### src/rtl/axi_lite_reg_slave.sv
// ---------------------------------------------------------------------------
// axi_lite_reg_slave
//
// Purpose:
//   AXI4-Lite responder that owns a bank of NUM_REGS read/write registers
//   placed at BASE_ADDR. The write and read channels are handled by two
//   independent FSMs. Each FSM allows one outstanding transaction. Every
//   output is driven straight from a flop.
//
// Optional feature (macro AXIL_REG_SLVERR_EN):
//   Defined   : accesses that miss the register window answer SLVERR (2'b10).
//   Undefined : every access answers OKAY. Miss writes are dropped.
//   In both builds a miss read returns rdata = 0.
//
// Handshake rule (all five channels):
//   A transfer happens on a rising edge where valid && ready are both 1.
//   The source holds valid and its payload stable until that edge. The ready
//   signals of this block are registered and never look at the matching
//   valid in the same cycle.
//
// Ports:
//   aclk, areset            clock, synchronous active-high reset
//   awaddr/awvalid/awready  write address channel
//   wdata/wstrb/wvalid/wready write data channel
//   bresp/bvalid/bready     write response channel
//   araddr/arvalid/arready  read address channel
//   rdata/rresp/rvalid/rready read data channel
//   reg_q                   flattened register contents; reg i at [32*i +: 32]
//   wr_pulse                one-cycle pulse per register on a committed write
//   wr_state_dbg            write FSM state (0 = W_COLLECT, 1 = W_RESP)
//   rd_state_dbg            read FSM state  (0 = R_IDLE,    1 = R_RESP)
// ---------------------------------------------------------------------------
module axi_lite_reg_slave #(
   parameter int                    ADDR_WIDTH = 32,
   parameter int                    DATA_WIDTH = 32,
   parameter int                    NUM_REGS   = 4,
   parameter logic [ADDR_WIDTH-1:0] BASE_ADDR  = '0,
   parameter logic [DATA_WIDTH-1:0] RESET_VAL  = '0
) (
   input  logic                           aclk,
   input  logic                           areset,
   input  logic [ADDR_WIDTH-1:0]          awaddr,
   input  logic                           awvalid,
   output logic                           awready,
   input  logic [DATA_WIDTH-1:0]          wdata,
   input  logic [DATA_WIDTH/8-1:0]        wstrb,
   input  logic                           wvalid,
   output logic                           wready,
   output logic [1:0]                     bresp,
   output logic                           bvalid,
   input  logic                           bready,
   input  logic [ADDR_WIDTH-1:0]          araddr,
   input  logic                           arvalid,
   output logic                           arready,
   output logic [DATA_WIDTH-1:0]          rdata,
   output logic [1:0]                     rresp,
   output logic                           rvalid,
   input  logic                           rready,
   output logic [NUM_REGS*DATA_WIDTH-1:0] reg_q,
   output logic [NUM_REGS-1:0]            wr_pulse,
   output logic                           wr_state_dbg,
   output logic                           rd_state_dbg
);

   localparam int NUM_LANES = DATA_WIDTH / 8;
   localparam int IDX_W     = (NUM_REGS > 1) ? $clog2(NUM_REGS) : 1;
   // Size of the register window in bytes.
   localparam logic [ADDR_WIDTH-1:0] SPAN = ADDR_WIDTH'(4 * NUM_REGS);

   localparam logic [1:0] RESP_OKAY = 2'b00;
`ifdef AXIL_REG_SLVERR_EN
   localparam logic [1:0] RESP_MISS = 2'b10;
`else
   localparam logic [1:0] RESP_MISS = 2'b00;
`endif

   typedef enum logic {W_COLLECT = 1'b0, W_RESP = 1'b1} w_state_e;
   typedef enum logic {R_IDLE    = 1'b0, R_RESP = 1'b1} r_state_e;

   // Unsigned window check. Addresses below BASE_ADDR wrap to a large offset,
   // so they fail the SPAN test. They also fail the explicit lower-bound test.
   function automatic logic addr_hit(input logic [ADDR_WIDTH-1:0] a);
      logic [ADDR_WIDTH-1:0] off;
      off = a - BASE_ADDR;
      return (a >= BASE_ADDR) && (off < SPAN);
   endfunction

   // Word index. Address bits [1:0] are dropped by the shift.
   function automatic logic [IDX_W-1:0] addr_idx(input logic [ADDR_WIDTH-1:0] a);
      logic [ADDR_WIDTH-1:0] off;
      off = (a - BASE_ADDR) >> 2;
      return IDX_W'(off);
   endfunction

   // ---------------------------------------------------------------- state
   w_state_e                w_state_q;
   logic                    awready_q, wready_q, bvalid_q;
   logic [1:0]              bresp_q;
   logic                    aw_held_q, w_held_q;
   logic [ADDR_WIDTH-1:0]   awaddr_q;
   logic [DATA_WIDTH-1:0]   wdata_q;
   logic [NUM_LANES-1:0]    wstrb_q;
   logic [NUM_REGS-1:0]     wr_pulse_q;
   logic [DATA_WIDTH-1:0]   regs_q [NUM_REGS];

   r_state_e                r_state_q;
   logic                    arready_q, rvalid_q;
   logic [1:0]              rresp_q;
   logic [DATA_WIDTH-1:0]   rdata_q;

   // ------------------------------------------------- write-side next state
   // The *_d values merge a handshake in this cycle with what is already
   // held. A commit can then fire on the same edge as the last handshake.
   logic                    aw_fire, w_fire, commit;
   logic                    aw_held_d, w_held_d;
   logic [ADDR_WIDTH-1:0]   awaddr_d;
   logic [DATA_WIDTH-1:0]   wdata_d;
   logic [NUM_LANES-1:0]    wstrb_d;
   logic                    w_hit;
   logic [IDX_W-1:0]        w_idx;

   always_comb begin
      aw_fire   = awvalid & awready_q;
      w_fire    = wvalid & wready_q;
      aw_held_d = aw_held_q | aw_fire;
      w_held_d  = w_held_q | w_fire;
      awaddr_d  = aw_fire ? awaddr : awaddr_q;
      wdata_d   = w_fire ? wdata : wdata_q;
      wstrb_d   = w_fire ? wstrb : wstrb_q;
      commit    = (w_state_q == W_COLLECT) & aw_held_d & w_held_d;
      w_hit     = addr_hit(awaddr_d);
      w_idx     = addr_idx(awaddr_d);
   end

   // ------------------------------------------------------------ write FSM
   always_ff @(posedge aclk) begin
      if (areset) begin
         w_state_q  <= W_COLLECT;
         awready_q  <= 1'b0;
         wready_q   <= 1'b0;
         bvalid_q   <= 1'b0;
         bresp_q    <= RESP_OKAY;
         aw_held_q  <= 1'b0;
         w_held_q   <= 1'b0;
         awaddr_q   <= '0;
         wdata_q    <= '0;
         wstrb_q    <= '0;
         wr_pulse_q <= '0;
         for (int i = 0; i < NUM_REGS; i++) regs_q[i] <= RESET_VAL;
      end else begin
         wr_pulse_q <= '0;
         case (w_state_q)
            W_COLLECT: begin
               aw_held_q <= aw_held_d;
               w_held_q  <= w_held_d;
               awaddr_q  <= awaddr_d;
               wdata_q   <= wdata_d;
               wstrb_q   <= wstrb_d;
               if (commit) begin
                  // A hit with wstrb == 0 still pulses. A fabric observer
                  // sees the access even when no byte changes.
                  if (w_hit) begin
                     for (int k = 0; k < NUM_LANES; k++) begin
                        if (wstrb_d[k]) regs_q[w_idx][8*k +: 8] <= wdata_d[8*k +: 8];
                     end
                     wr_pulse_q[w_idx] <= 1'b1;
                  end
                  bresp_q   <= w_hit ? RESP_OKAY : RESP_MISS;
                  bvalid_q  <= 1'b1;
                  awready_q <= 1'b0;
                  wready_q  <= 1'b0;
                  w_state_q <= W_RESP;
               end else begin
                  // Each channel closes on its own once it has been
                  // captured. It waits for the other channel to arrive.
                  awready_q <= ~aw_held_d;
                  wready_q  <= ~w_held_d;
               end
            end
            W_RESP: begin
               if (bready) begin
                  bvalid_q  <= 1'b0;
                  aw_held_q <= 1'b0;
                  w_held_q  <= 1'b0;
                  awready_q <= 1'b1;
                  wready_q  <= 1'b1;
                  w_state_q <= W_COLLECT;
               end
            end
            default: w_state_q <= W_COLLECT;
         endcase
      end
   end

   // ------------------------------------------------------------- read FSM
   // The read samples regs_q before any write at the same edge. A colliding
   // read therefore returns the pre-write value.
   logic             r_hit;
   logic [IDX_W-1:0] r_idx;

   always_comb begin
      r_hit = addr_hit(araddr);
      r_idx = addr_idx(araddr);
   end

   always_ff @(posedge aclk) begin
      if (areset) begin
         r_state_q <= R_IDLE;
         arready_q <= 1'b0;
         rvalid_q  <= 1'b0;
         rresp_q   <= RESP_OKAY;
         rdata_q   <= '0;
      end else begin
         case (r_state_q)
            R_IDLE: begin
               if (arvalid && arready_q) begin
                  rdata_q   <= r_hit ? regs_q[r_idx] : '0;
                  rresp_q   <= r_hit ? RESP_OKAY : RESP_MISS;
                  rvalid_q  <= 1'b1;
                  arready_q <= 1'b0;
                  r_state_q <= R_RESP;
               end else begin
                  arready_q <= 1'b1;
               end
            end
            R_RESP: begin
               if (rready) begin
                  rvalid_q  <= 1'b0;
                  arready_q <= 1'b1;
                  r_state_q <= R_IDLE;
               end
            end
            default: r_state_q <= R_IDLE;
         endcase
      end
   end

   // -------------------------------------------------------------- outputs
   assign awready      = awready_q;
   assign wready       = wready_q;
   assign bvalid       = bvalid_q;
   assign bresp        = bresp_q;
   assign arready      = arready_q;
   assign rvalid       = rvalid_q;
   assign rresp        = rresp_q;
   assign rdata        = rdata_q;
   assign wr_pulse     = wr_pulse_q;
   assign wr_state_dbg = w_state_q;
   assign rd_state_dbg = r_state_q;

   for (genvar g = 0; g < NUM_REGS; g++) begin : g_reg_out
      assign reg_q[DATA_WIDTH*g +: DATA_WIDTH] = regs_q[g];
   end

endmodule
### config.mk
export PLATFORM = sky130hd
export DESIGN_NAME = axi_lite_reg_slave
export DESIGN_NICKNAME = d
export VERILOG_FILES = /design/src/rtl/axi_lite_reg_slave.sv
export SDC_FILE = /design/constraint.sdc
export NUM_CORES = 1
export LEC_CHECK = 0
export ABC_CLOCK_PERIOD_IN_PS = 3900
export CORE_UTILIZATION = 48
export DETAILED_ROUTE_END_ITERATION = 16
export HOLD_SLACK_MARGIN = 0.05
export PLACE_DENSITY = 0.88
export SETUP_SLACK_MARGIN = 0.15
export SLEW_MARGIN = 30
export SYNTH_ARGS = -nofsm -noshare
export SYNTH_HDL_FRONTEND = slang
export SYNTH_SLANG_ARGS = --single-unit
export TNS_END_PERCENT = 50
### constraint.sdc
create_clock -name aclk -period 3.9 [get_ports aclk]
set_clock_uncertainty 0.15 [all_clocks]
set_input_delay 0.39 -clock aclk [delete_from_list [all_inputs] [get_ports aclk]]
set_output_delay 0.39 -clock aclk [all_outputs]
set_load 0.005 [all_outputs]
# --- Yosys cells after proc, flatten, opt, wreduce, memory -nomap -nowiden ---
# Memory sizes are Yosys's and may differ from the RTL's.
# Index checks and enable logic that the tools add are counted.
op_classes:
  reduce_logical: 9
  muxes: 57
  bitwise: 12
  n_eq_ne: 4
  order_cmp: 6
op_table:
  columns: ["op", "count"]
  rows:
  - ["32-bit 2-to-1 mux", 4]
  - ["32-bit by 1-bit greater-or-equal comparator with 1-bit output, second input constant", 2]
  - ["32-bit by 5-bit less-than comparator with 1-bit output, second input constant", 2]
  - ["1-bit 2-to-1 mux", 40]
  - ["32-bit OR reduction", 1]
  - ["1-bit case mux with 2 select lines", 9]
  - ["4-bit 2-to-1 mux", 2]
  - ["2-bit inequality test, second input constant", 4]
  - ["1-bit inverter", 6]
  - ["2-bit AND reduction", 3]
  - ["1-bit bitwise AND", 4]
  - ["1-bit logical AND", 4]
  - ["4-bit OR reduction", 1]
  - ["2-bit by 3-bit less-than comparator with 1-bit output, second input constant", 1]
  - ["1-bit demux with 2-bit select", 1]
  - ["2-bit by 1-bit greater-or-equal comparator with 1-bit output, second input constant", 1]
  - ["2-bit 2-to-1 mux", 1]
  - ["1-bit OR", 2]
totals:
  in_bits: 107
  mem_bits_rw: 128
  out_inout_bits: 175
  mem_count: 1
  word_cells: 103
  regBits: 113
mem_list:
  columns: ["memory", "depth", "word_bits", "read_ports", "rd_clocked_by_memory_dff", "write_ports", "line_no", "text"]
  rows:
  - ["regs_q", 4, 32, 5, 0, 4, "104", "logic [DATA_WIDTH-1:0] regs_q [NUM_REGS];"]

# --- Depth between registers and ports, before layout ---
# Gate-level depths: netlist of the first run.
logic_depth:
  word_depth: 11
  ltp_mapped: 7
  ltp_nobuf: 5

# --- Worst setup path before layout of the first run ---
# OpenSTA, ideal clock, no wires.
synth_timing:
  path_kind: "input to register"
  from: "input port awvalid"
  to: "memory regs_q[3][0], enable pin"
  setup_ns: 0.398
  t_arrival_ns: 2.238
  required_time_ns: 3.352
  path_slack_ns: 1.114
  path_buffers: 1
  stages: 6
  path_cell_list: "and2_1 -> clkbuf_1 -> nand2_1 -> a21oi_1 -> nand2_1 -> o41ai_1"
synth_lines:
  columns: ["item", "line_no", "text"]
  rows:
  - ["from (decl)", "43", "input logic awvalid,"]
  - ["to (decl)", "104", null]

# --- Worst setup path in the final report of the first run ---
layout_timing:
  from: "register wready_q (netlist: wready)"
  to: "register wdata_q[26]"
layout_via:
  elab_chain_cells: 2
layout_rtl:
  columns: ["item", "line_no", "text"]
  rows:
  - ["from (decl)", "97", "logic awready_q, wready_q, bvalid_q;"]
  - ["from (signal assigned)", "177", "wready_q <= ~w_held_d;"]
  - ["1-bit bitwise AND", "124", "w_fire = wvalid & wready_q;"]
  - ["32-bit 2-to-1 mux", "128", "wdata_d = w_fire ? wdata : wdata_q;"]
  - ["to (signal assigned)", "157", "wdata_q <= wdata_d;"]
  - ["to (decl)", "101", "logic [DATA_WIDTH-1:0] wdata_q;"]
# No other way between the ends.
# A chain may end at the register's enable or synchronous reset.

==> results of run 1 <==
==> flip-flops by register name, indices dropped and copies added (netlist names), 4 cells and up <==
register / cells
wr_pulse: 4
rdata: 32
wstrb_q: 4
wdata_q: 32
regs_q: 128
awaddr_q: 30
==> worst paths after layout <==
| kind | from | to | slack (ns) | cells past startpoint |
|---|---|---|---|---|
| min reg2reg | wdata_q[27] | wdata_q[27] | 0.30 | 2 |
| max | wready | wdata_q[26] | 1.21 | 6 |
| min | areset | rdata[15] | 0.22 | 2 |
| max reg2reg | wready | wdata_q[26] | 1.21 | 6 |
==> synth_stat cells, types with 5 or more instances <==
master      n
nor4_1     21
nor2_1    143
clkbuf_1   46
edfxtp_1  128
nand4_1     5
nand2_1   179
or3_1      10
o21ai_0    10
a21oi_1    76
nand2b_1   60
dfxtp_1   111
buf_2       9
mux4_2     32
a21oi_2    30
buf_1       5
nor3_1      6
mux2i_1    33
a31o_2      8
inv_1       6
==> cells by family after synthesis <==
family          after synthesis  share of synthesized area
buf+inv                      73                    0.03143
other cells                   1                  0.0003651
compound gates              132                    0.08150
flops                       239                     0.5906
mux                          68                     0.1059
simple gates                441                     0.1903
==> layout make-up <==
class,instances,area share
inverters,6,0.001594
clock inverters,13,0.01187
diodes,2,0.0003542
repair buffers,297,0.2053
clock buffers,31,0.04870
well taps,275,0.02435
multi-input cells,645,0.2786
flip-flops and latches,239,0.4293
==> worst reg2reg max path: stages (launching register included) <==
cell and delay (ns):
dfxtp_1 0.39, and2_2 0.23, buf_4 0.57, nand2b_1 0.61, buf_4 0.42, nand2_1 0.10
a21oi_1 0.06
==> layout by cell type, fill, tap and decap left out, types with 8 or more instances in the layout <==
master             n
clkdlybuf4s50_1  270
nor2_1           142
nor4_1            21
mux2i_1           33
a21oi_1           76
clkbuf_16         25
buf_4             25
nand2_1          179
a21oi_2           30
dfxtp_1          111
or3_1             10
o21ai_0           10
nand2b_1          59
clkinv_2           8
a31o_2             8
edfxtp_1         128
mux4_2            32
==> power groups by stage <==
stage	clock network, mW	registers (mW)	logic (mW)
after floorplan	0	2.85	0.351
after global placement	0	2.86	0.681
after detailed placement	0	2.86	0.696
after CTS	2.51	2.81	0.703
after global routing	2.60	2.82	0.759
final	2.46	2.81	0.705
==> layer usage <==
metal  up-vias  track usage  routed length (um)
met2       414       0.4711               15030
li1       3841            -                   -
met3        85      0.05890                2774
met4         0       0.1304                1157
met5         -            0                   0
met1      4006       0.3216               11390
==> per-stage QoR <==
stage / instances / power, mW / utilization / hold WS, ns
floorplan: 957 / 3.199 / - / 0.2811
global placement: 1462 / 3.540 / 0.6307 / 0.2906
detailed placement: 1462 / 3.559 / 0.6309 / 0.2956
CTS: 1506 / 6.021 / 0.6716 / 0.2219
global route: 1507 / 6.182 / 0.6720 / 0.2454
finish: 1508 / 5.981 / 0.6722 / 0.2200
==> results.yml, run 1 <==
critical_path:
  path_delay_family: "buffers and inverters"
  critPathRequiredTime_ns: 4.11
  critPathArrivalTime_ns: 2.91
  worstPathBufferInverterCount: 2
  crit_top_cell: "buf_4"
  crit_path_max_incr_delay_ns: 0.60
  path_class: "register to register"
  start_kind: "register"
  worstPathMaxFanout: 36
  cp-end-kind: "register"
  crit_chain: "and2_2 > buf_4 > nand2b_1 > buf_4 > nand2_1 > a21oi_1"
  cp_slowest_cell: "nand2b_1"
route:
  post_drt_via_cell_ratio: 5.534
  drt_iter0_markers: 569
  antenna_left: 0
  route.detailed.drc: 0
  first_pass_iters: 5
  drt_wl_total_um: 30350
  route.vias.total: 8346
  wl_per_cell_um: 20.13
cts:
  ctsResizeCount: 0
  cts_sinks: 239
  cts_buffers: 24
  clkTransAtPathRegs_ns: 0.06
  clkLatencyLatePin_ns: 0.51
  clock-root-buffer: "clkbuf_16"
  clockBufferDepth: 3
  holdBufCountCts: 0
  cts_max_level: 1
  cts_setup_buffers: 0
  cts_tree: "done"
sta:
  worstMarginPinSlew_ns: 1.017
  rsz0062_at_grt: "false"
  period_needed_ns: 2.695
  clock.fmax_mhz: 371.1
  fin_crit_sh: 0.6910
  hold_violations: 0
  setup_tns_ns: 0
  slew_headroom: 0.3223
  setup_viol: 0
  maxSlewViolCount: 0
  timing.final.ws_setup_ns: 1.205
global_route:
  grt_pass1_vias: 8368
  grt_max_degree: 52
  grt_pass1_wl_um: 45230
  track_usage: 0.2722
  antenna_found_initial: 3
  gr-total-overflow: 0
yosys:
  ys_seq_area_frac: 0.5906
  ys_ff_latch: 239
  synth_area_mm2: 0.01027
  ys_types: 41
  yosys.area.top_type_share: 0.3742
  synth_edf_count: 128
  synth_cells: 954
  synth_top_area_cell: "edfxtp_1"
  avgSynthCellArea_um2: 10.77
  synthArstFlopShare: 0
  synth_flop_cell: "edfxtp_1"
  synthTopCellsByArea: "edfxtp_1, dfxtp_1, mux4_2"
  ys_warn_count: 0
floorplanning:
  dieArea_mm2: 0.02199
  rows: 53
  start_util: 0.4886
  die_width_um: 148.3
  die_h_um: 148.3
  core_mm2: 0.02102
  ios: 282
pwr:
  p_int_mw: 4.594
  power_frac_comb: 0.118
  clockPowerShare: 0.412
  p_sw_mw: 1.386
  power_density_mw_per_mm2: 423.3
  switching_share: 0.2318
  seq_power_share: 0.470
  ir_drop_uv: 249.5
  p_leak_nw: 4.712
finish:
  fin_nets: 1320
  final_layout_size_suffix_gt1_frac: 0.1243
  multi_input_area_mm2: 0.003936
  final_area_mm2: 0.01413
  area_delta_synth_final_pct: 37.57
  seq_area_mm2: 0.006066
  n_fill_cell: 1537
status:
  status: "complete, no violations"
placed_design:
  numPortBuffers: 273
  placed_area_mm2: 0.01326
  place_ws_ns: 0.6082
  dp_hpwl_um: 20940
  gp_congestion: 0.8776
worst_hold_path:
  hold_class: "primary input to register"
flow_run:
  cap_violations: 0
Power figures use the tool's default switching activity.
==> run 2: changes to the inputs <==
Settings changed: ABC_CLOCK_PERIOD_IN_PS 3900 to 2800.
Clock period 3.9 ns to 2.8 ns, I/O delays scaled along.
==> run 2 against run 1 <==
Die area did not move; design area rose by 0.43%; utilization rose by 0.29 points; sequential share of layout area fell by 0.19 points; global-route usage fell by 0.33 points; clock power rose by 25%; count of clock-buffer cells in the layout fell by 2; total power rose by 34%; register-to-register slack got worse by 0.80 ns; first-iteration DRC count fell by 21%; combinational power rose by 43%; maximum frequency rose by 13%.
==> results.yml, run 2 (same netlist as run 1, synthesis figures left out) <==
floorplanning:
  core_mm2: 0.02102
  ios: 282
  die_width_um: 148.3
  die_h_um: 148.3
  dieArea_mm2: 0.02199
  start_util: 0.4886
  rows: 53
global_route:
  antenna_found_initial: 0
  grt_max_degree: 87
  grt_pass1_wl_um: 45490
  track_usage: 0.2688
  grt_pass1_vias: 8453
  gr-total-overflow: 0
route:
  route.detailed.drc: 0
  route.vias.total: 8410
  antenna_left: 0
  drt_wl_total_um: 29710
  drt_iter0_markers: 447
  wl_per_cell_um: 19.47
  first_pass_iters: 5
  post_drt_via_cell_ratio: 5.511
critical_path:
  worstPathMaxFanout: 9
  path_class: "register to register"
  cp-end-kind: "register"
  r2r-start: "awaddr_q[5]"
  start_kind: "register"
  crit_chain: "nor4_1 > nand4_1 > o22ai_2 > and2_1 > a31o_2"
  r2r_cells: 5
  critPathArrivalTime_ns: 2.43
  crit_path_max_incr_delay_ns: 0.41
  critPathRequiredTime_ns: 2.84
  cp_slowest_cell: "and2_1"
  r2r_slack_ns: 0.41
  r2r_end: "regs_q[2][31]"
finish:
  top_register: "regs_q"
  fin_nets: 1338
  final_layout_size_suffix_gt1_frac: 0.1280
  area_delta_synth_final_pct: 38.17
  most-common-layout-cells: "clkdlybuf4s50_1, nand2_1, nor2_1"
  final_common_cell: "clkdlybuf4s50_1"
  largest_reg_flops: 128
sta:
  period_needed_ns: 2.391
  rsz0062_at_grt: "false"
  slew_headroom: 0.4652
  fin_crit_sh: 0.8541
  maxSlewViolCount: 0
  setup_tns_ns: 0
  hold_violations: 0
  worstMarginPinSlew_ns: 0.8022
  clock.fmax_mhz: 418.2
  setup_viol: 0
cts:
  cts_buffers: 26
  cts_sinks: 239
  cts_tree: "done"
  ctsResizeCount: 0
  cts_max_level: 1
  clock-root-buffer: "clkbuf_16"
  clkLatencyLatePin_ns: 0.52
  clockBufferDepth: 3
  cts_setup_buffers: 0
  clkTransAtPathRegs_ns: 0.06
placed_design:
  numPortBuffers: 273
  dp_hpwl_um: 21200
  gp_congestion: 0.9066
pwr:
  p_leak_nw: 4.751
  ir_drop_uv: 370.8
  p_total_mw: 8.010
  power_density_mw_per_mm2: 564.4
status:
  status: "complete, no violations"
worst_hold_path:
  hold_class: "primary input to register"
  hold_depth: 3
  whs_endpoint: "wdata_q[13]"
  hold_path.startpoint: "wdata[13]"
flow_run:
  cap_violations: 0
## run 2: cell types whose count changed in the layout (fill, tap and decap cells not counted)
cell,before,now
clkinv_1,0,10
bufinv_16,4,0
buf_12,0,3
clkinv_2,8,7
buf_6,0,1
a41oi_2,1,0
clkbuf_16,25,27
clkbuf_8,4,0
a41oi_1,0,1
buf_4,25,36
dlygate4sd3_1,0,1
diode_2,2,1
## run 2: repair_timing
action | CTS | global route
endpoints found under the setup margin | 0 | 0
hold buffers | 1 | 0
hold endpoints to repair | 12 | 0
## run 2: critical path, delay by kind of cell, from the launching register on
family | cells | cell delay [ns]
and+or+nand+nor | 3 | 0.89
DFF | 1 | 0.32
AOI/OAI and AO/OA | 2 | 0.69
## run 2: per-layer routing
metal  share of wire  GRT usage  up-vias
met5               0          0        -
met4           0.035    0.09742        0
met3           0.080    0.04540       68
met2            0.50     0.4824      395
met1            0.38     0.3237     4064
li1                -          -     3883
## run 2: worst max path at each step
stage / endpoint / cells past startpoint / startpoint / slack, ns
final: regs_q[2][31] / 5 / awaddr_q[5] / 0.41
after global routing: regs_q[2][28] / 5 / awaddr_q[5] / 0.27
after CTS: regs_q[2][31] / 5 / awaddr_q[5] / 0.40
after detailed placement: regs_q[2][27] / 6 / awaddr[22] / 0.08
after global placement: regs_q[2][26] / 6 / awaddr[22] / 0.09
after floorplan: regs_q[0][16] / 7 / wready / 0.27
## run 2: area by class of cell
class	instances	area, um^2
well taps	275	344.1
diodes	1	2.502
flip-flops and latches	239	6066
fillers	1478	6830
inverters	6	22.52
multi-input cells	645	3929
repair buffers	313	3064
clock buffers	29	683.2
clock inverters	18	80.08
## run 2: through the flow
step	instances	worst slack (ns)	instance area [um^2]	hold slack (ns)	util
2_1_floorplan	957	0.2671	10290	0.2458	-
3_3_place_gp	1477	0.08568	13410	0.2902	0.6380
3_5_place_dp	1477	0.08447	13420	0.2943	0.6382
4_1_cts	1525	0.4019	14190	0.1722	0.6750
5_1_grt	1525	0.2676	14190	0.1970	0.6750
6_report	1526	0.4086	14190	0.1862	0.6751
## run 2: report_power, final
| part | total, mW | leakage (nW) | switching [mW] | internal (mW) |
|---|---|---|---|---|
| logic | 1.01 | 2.15 | 0.510 | 0.503 |
| registers | 3.91 | 2.22 | 0.0907 | 3.82 |
| clock network | 3.08 | 0.378 | 1.34 | 1.74 |
| total | 8.01 | 4.75 | 1.94 | 6.06 |
==> run 3: changes to the inputs <==
Settings changed: ABC_CLOCK_PERIOD_IN_PS 2800 to 2600, CORE_MARGIN set to 5.
Clock period 2.8 ns to 2.6 ns, I/O delays scaled along.
==> run 3 against run 2 <==
Total power is 17% higher; die area rose by 11%; utilization is 1.0 points higher; count of clock-buffer cells in the layout increased by 3; critical path type is now primary input to register; highest routed layer unchanged.
==> results.yml, run 3 (same netlist as run 1, synthesis figures left out) <==
worst_hold_path:
  hold_class: "primary input to register"
  hold_path.startpoint: "wdata[7]"
  whs_endpoint: "wdata_q[7]"
  hold_depth: 3
route:
  post_drt_via_cell_ratio: 5.729
  first_pass_iters: 5
  drt_wl_total_um: 33170
  wl_per_cell_um: 21.74
  route.detailed.drc: 0
  antenna_left: 0
  drt_iter0_markers: 805
  route.vias.total: 8743
critical_path:
  crit_path_max_incr_delay_ns: 0.49
  path_class: "primary input to register"
  r2r_end: "regs_q[2][4]"
  cp-end-kind: "register"
  critPathArrivalTime_ns: 2.47
  crit_chain: "clkdlybuf4s50_1 > nor4_1 > nand4_1 > o22ai_2 > buf_6 > nand2_1 > buf_4 > o21ai_0 > buf_4"
  critPathRequiredTime_ns: 2.69
  path_delay_family: "buffers and inverters"
  r2r-start: "awaddr_q[9]"
  worstPathBufferInverterCount: 4
  r2r_slack_ns: 0.27
  r2r_cells: 8
  cp_slowest_cell: "nor4_1"
  start_kind: "primary input"
  worstPathMaxFanout: 8
  crit_top_cell: "buf_4"
finish:
  multi_input_area_mm2: 0.003951
  n_fill_cell: 1418
  largest_reg_flops: 128
  most-common-layout-cells: "clkdlybuf4s50_1, nand2_1, nor2_1"
  seq_area_mm2: 0.006066
  top_register: "regs_q"
  utilization: 0.6856
  n_antenna_cell: 0
  final_layout_size_suffix_gt1_frac: 0.1367
  final_common_cell: "clkdlybuf4s50_1"
  area_delta_synth_final_pct: 40.31
  fin_nets: 1339
sta:
  fin_crit_sh: 0.9174
  setup_viol: 0
  worstMarginPinSlew_ns: 0.5346
  clock.fmax_mhz: 419.2
  timing.final.ws_setup_ns: 0.2147
  rsz0062_at_grt: "false"
  hold_violations: 0
  maxSlewViolCount: 0
  period_needed_ns: 2.385
  slew_headroom: 0.6436
cts:
  clkLatencyLatePin_ns: 0.54
  cts_buffers: 25
  cts_sinks: 239
  cts_tree: "done"
  cts_setup_buffers: 0
  clkTransAtPathRegs_ns: 0.05
  clock-root-buffer: "clkbuf_16"
  cts_max_level: 1
  clockBufferDepth: 3
flow_run:
  cap_violations: 0
pwr:
  p_leak_nw: 4.849
  power_density_mw_per_mm2: 648.6
  ir_drop_uv: 463.1
  p_total_mw: 9.348
placed_design:
  dp_hpwl_um: 24040
  place_ws_ns: -0.2807
  gp_congestion: 0.9224
  numPortBuffers: 273
global_route:
  track_usage: 0.2596
  grt_pass1_wl_um: 49450
  gr-total-overflow: 0
  grt_pass1_vias: 8439
  grt_max_degree: 106
  antenna_found_initial: 0
floorplanning:
  dieArea_mm2: 0.02442
  start_util: 0.4886
  rows: 53
  die_width_um: 156.3
  ios: 282
  core_mm2: 0.02102
  die_h_um: 156.3
status:
  status: "complete, no violations"
==> run 3: worst max path at each step <==
stage	end	cells past startpoint	start	slack [ns]
floorplan	regs_q[1][16]	7	wready	0.07
global placement	regs_q[0][25]	7	awaddr[9]	-0.24
detailed placement	regs_q[0][12]	7	awaddr[9]	-0.28
CTS	regs_q[2][27]	6	awaddr_q[9]	0.14
global route	regs_q[0][0]	8	awaddr_q[19]	0.13
finish	regs_q[2][4]	9	awaddr[9]	0.21
==> run 3: power breakdown <==
| group | total (mW) | switching (mW) | internal, mW |
|---|---|---|---|
| Clock | 3.98 | 1.53 | 2.45 |
| Combinational | 1.14 | 0.584 | 0.556 |
| Sequential | 4.22 | 0.106 | 4.12 |
| Total | 9.35 | 2.22 | 7.12 |
==> run 3: routing by layer <==
layer,global-route usage,vias to the layer above,wire [um]
li1,-,3871,-
met4,0.1029,0,1574
met5,0,-,0
met1,0.3321,4244,11980
met2,0.4403,528,16240
met3,0.04646,100,3374
==> run 3: area by class of cell <==
cell class / count / share of cell area
Sequential cell: 239 / 0.4209
Multi-Input combinational cell: 645 / 0.2742
Clock buffer: 32 / 0.04949
Timing Repair Buffer: 315 / 0.2149
Clock inverter: 14 / 0.01511
Tap cell: 275 / 0.02388
Inverter: 6 / 0.001563
==> run 3: repair_timing <==
item / 4_1_cts / 5_1_grt
hold buffers: 1 / 0
gates resized for setup: 0 / 7
endpoints found under the hold margin: 3 / 0
endpoints found under the setup margin: 25 / 112
pin swaps: 0 / 2
==> run 3: per-stage QoR <==
step	TNS [ns]	instances	hold slack (ns)	area, um^2
floorplan	0	957	0.2258	10290
global placement	-22.81	1479	0.2902	13430
detailed placement	-29.21	1479	0.2956	13430
CTS	0	1526	0.1473	14370
global route	0	1526	0.1625	14410
finish	0	1526	0.1557	14410
==> run 3: worst reg2reg max path, delay by kind of cell (launching register included) <==
family	cells	cell delay, ns
compound gates	2	0.42
buf+inv	3	0.56
flops	1	0.31
simple gates	3	0.58
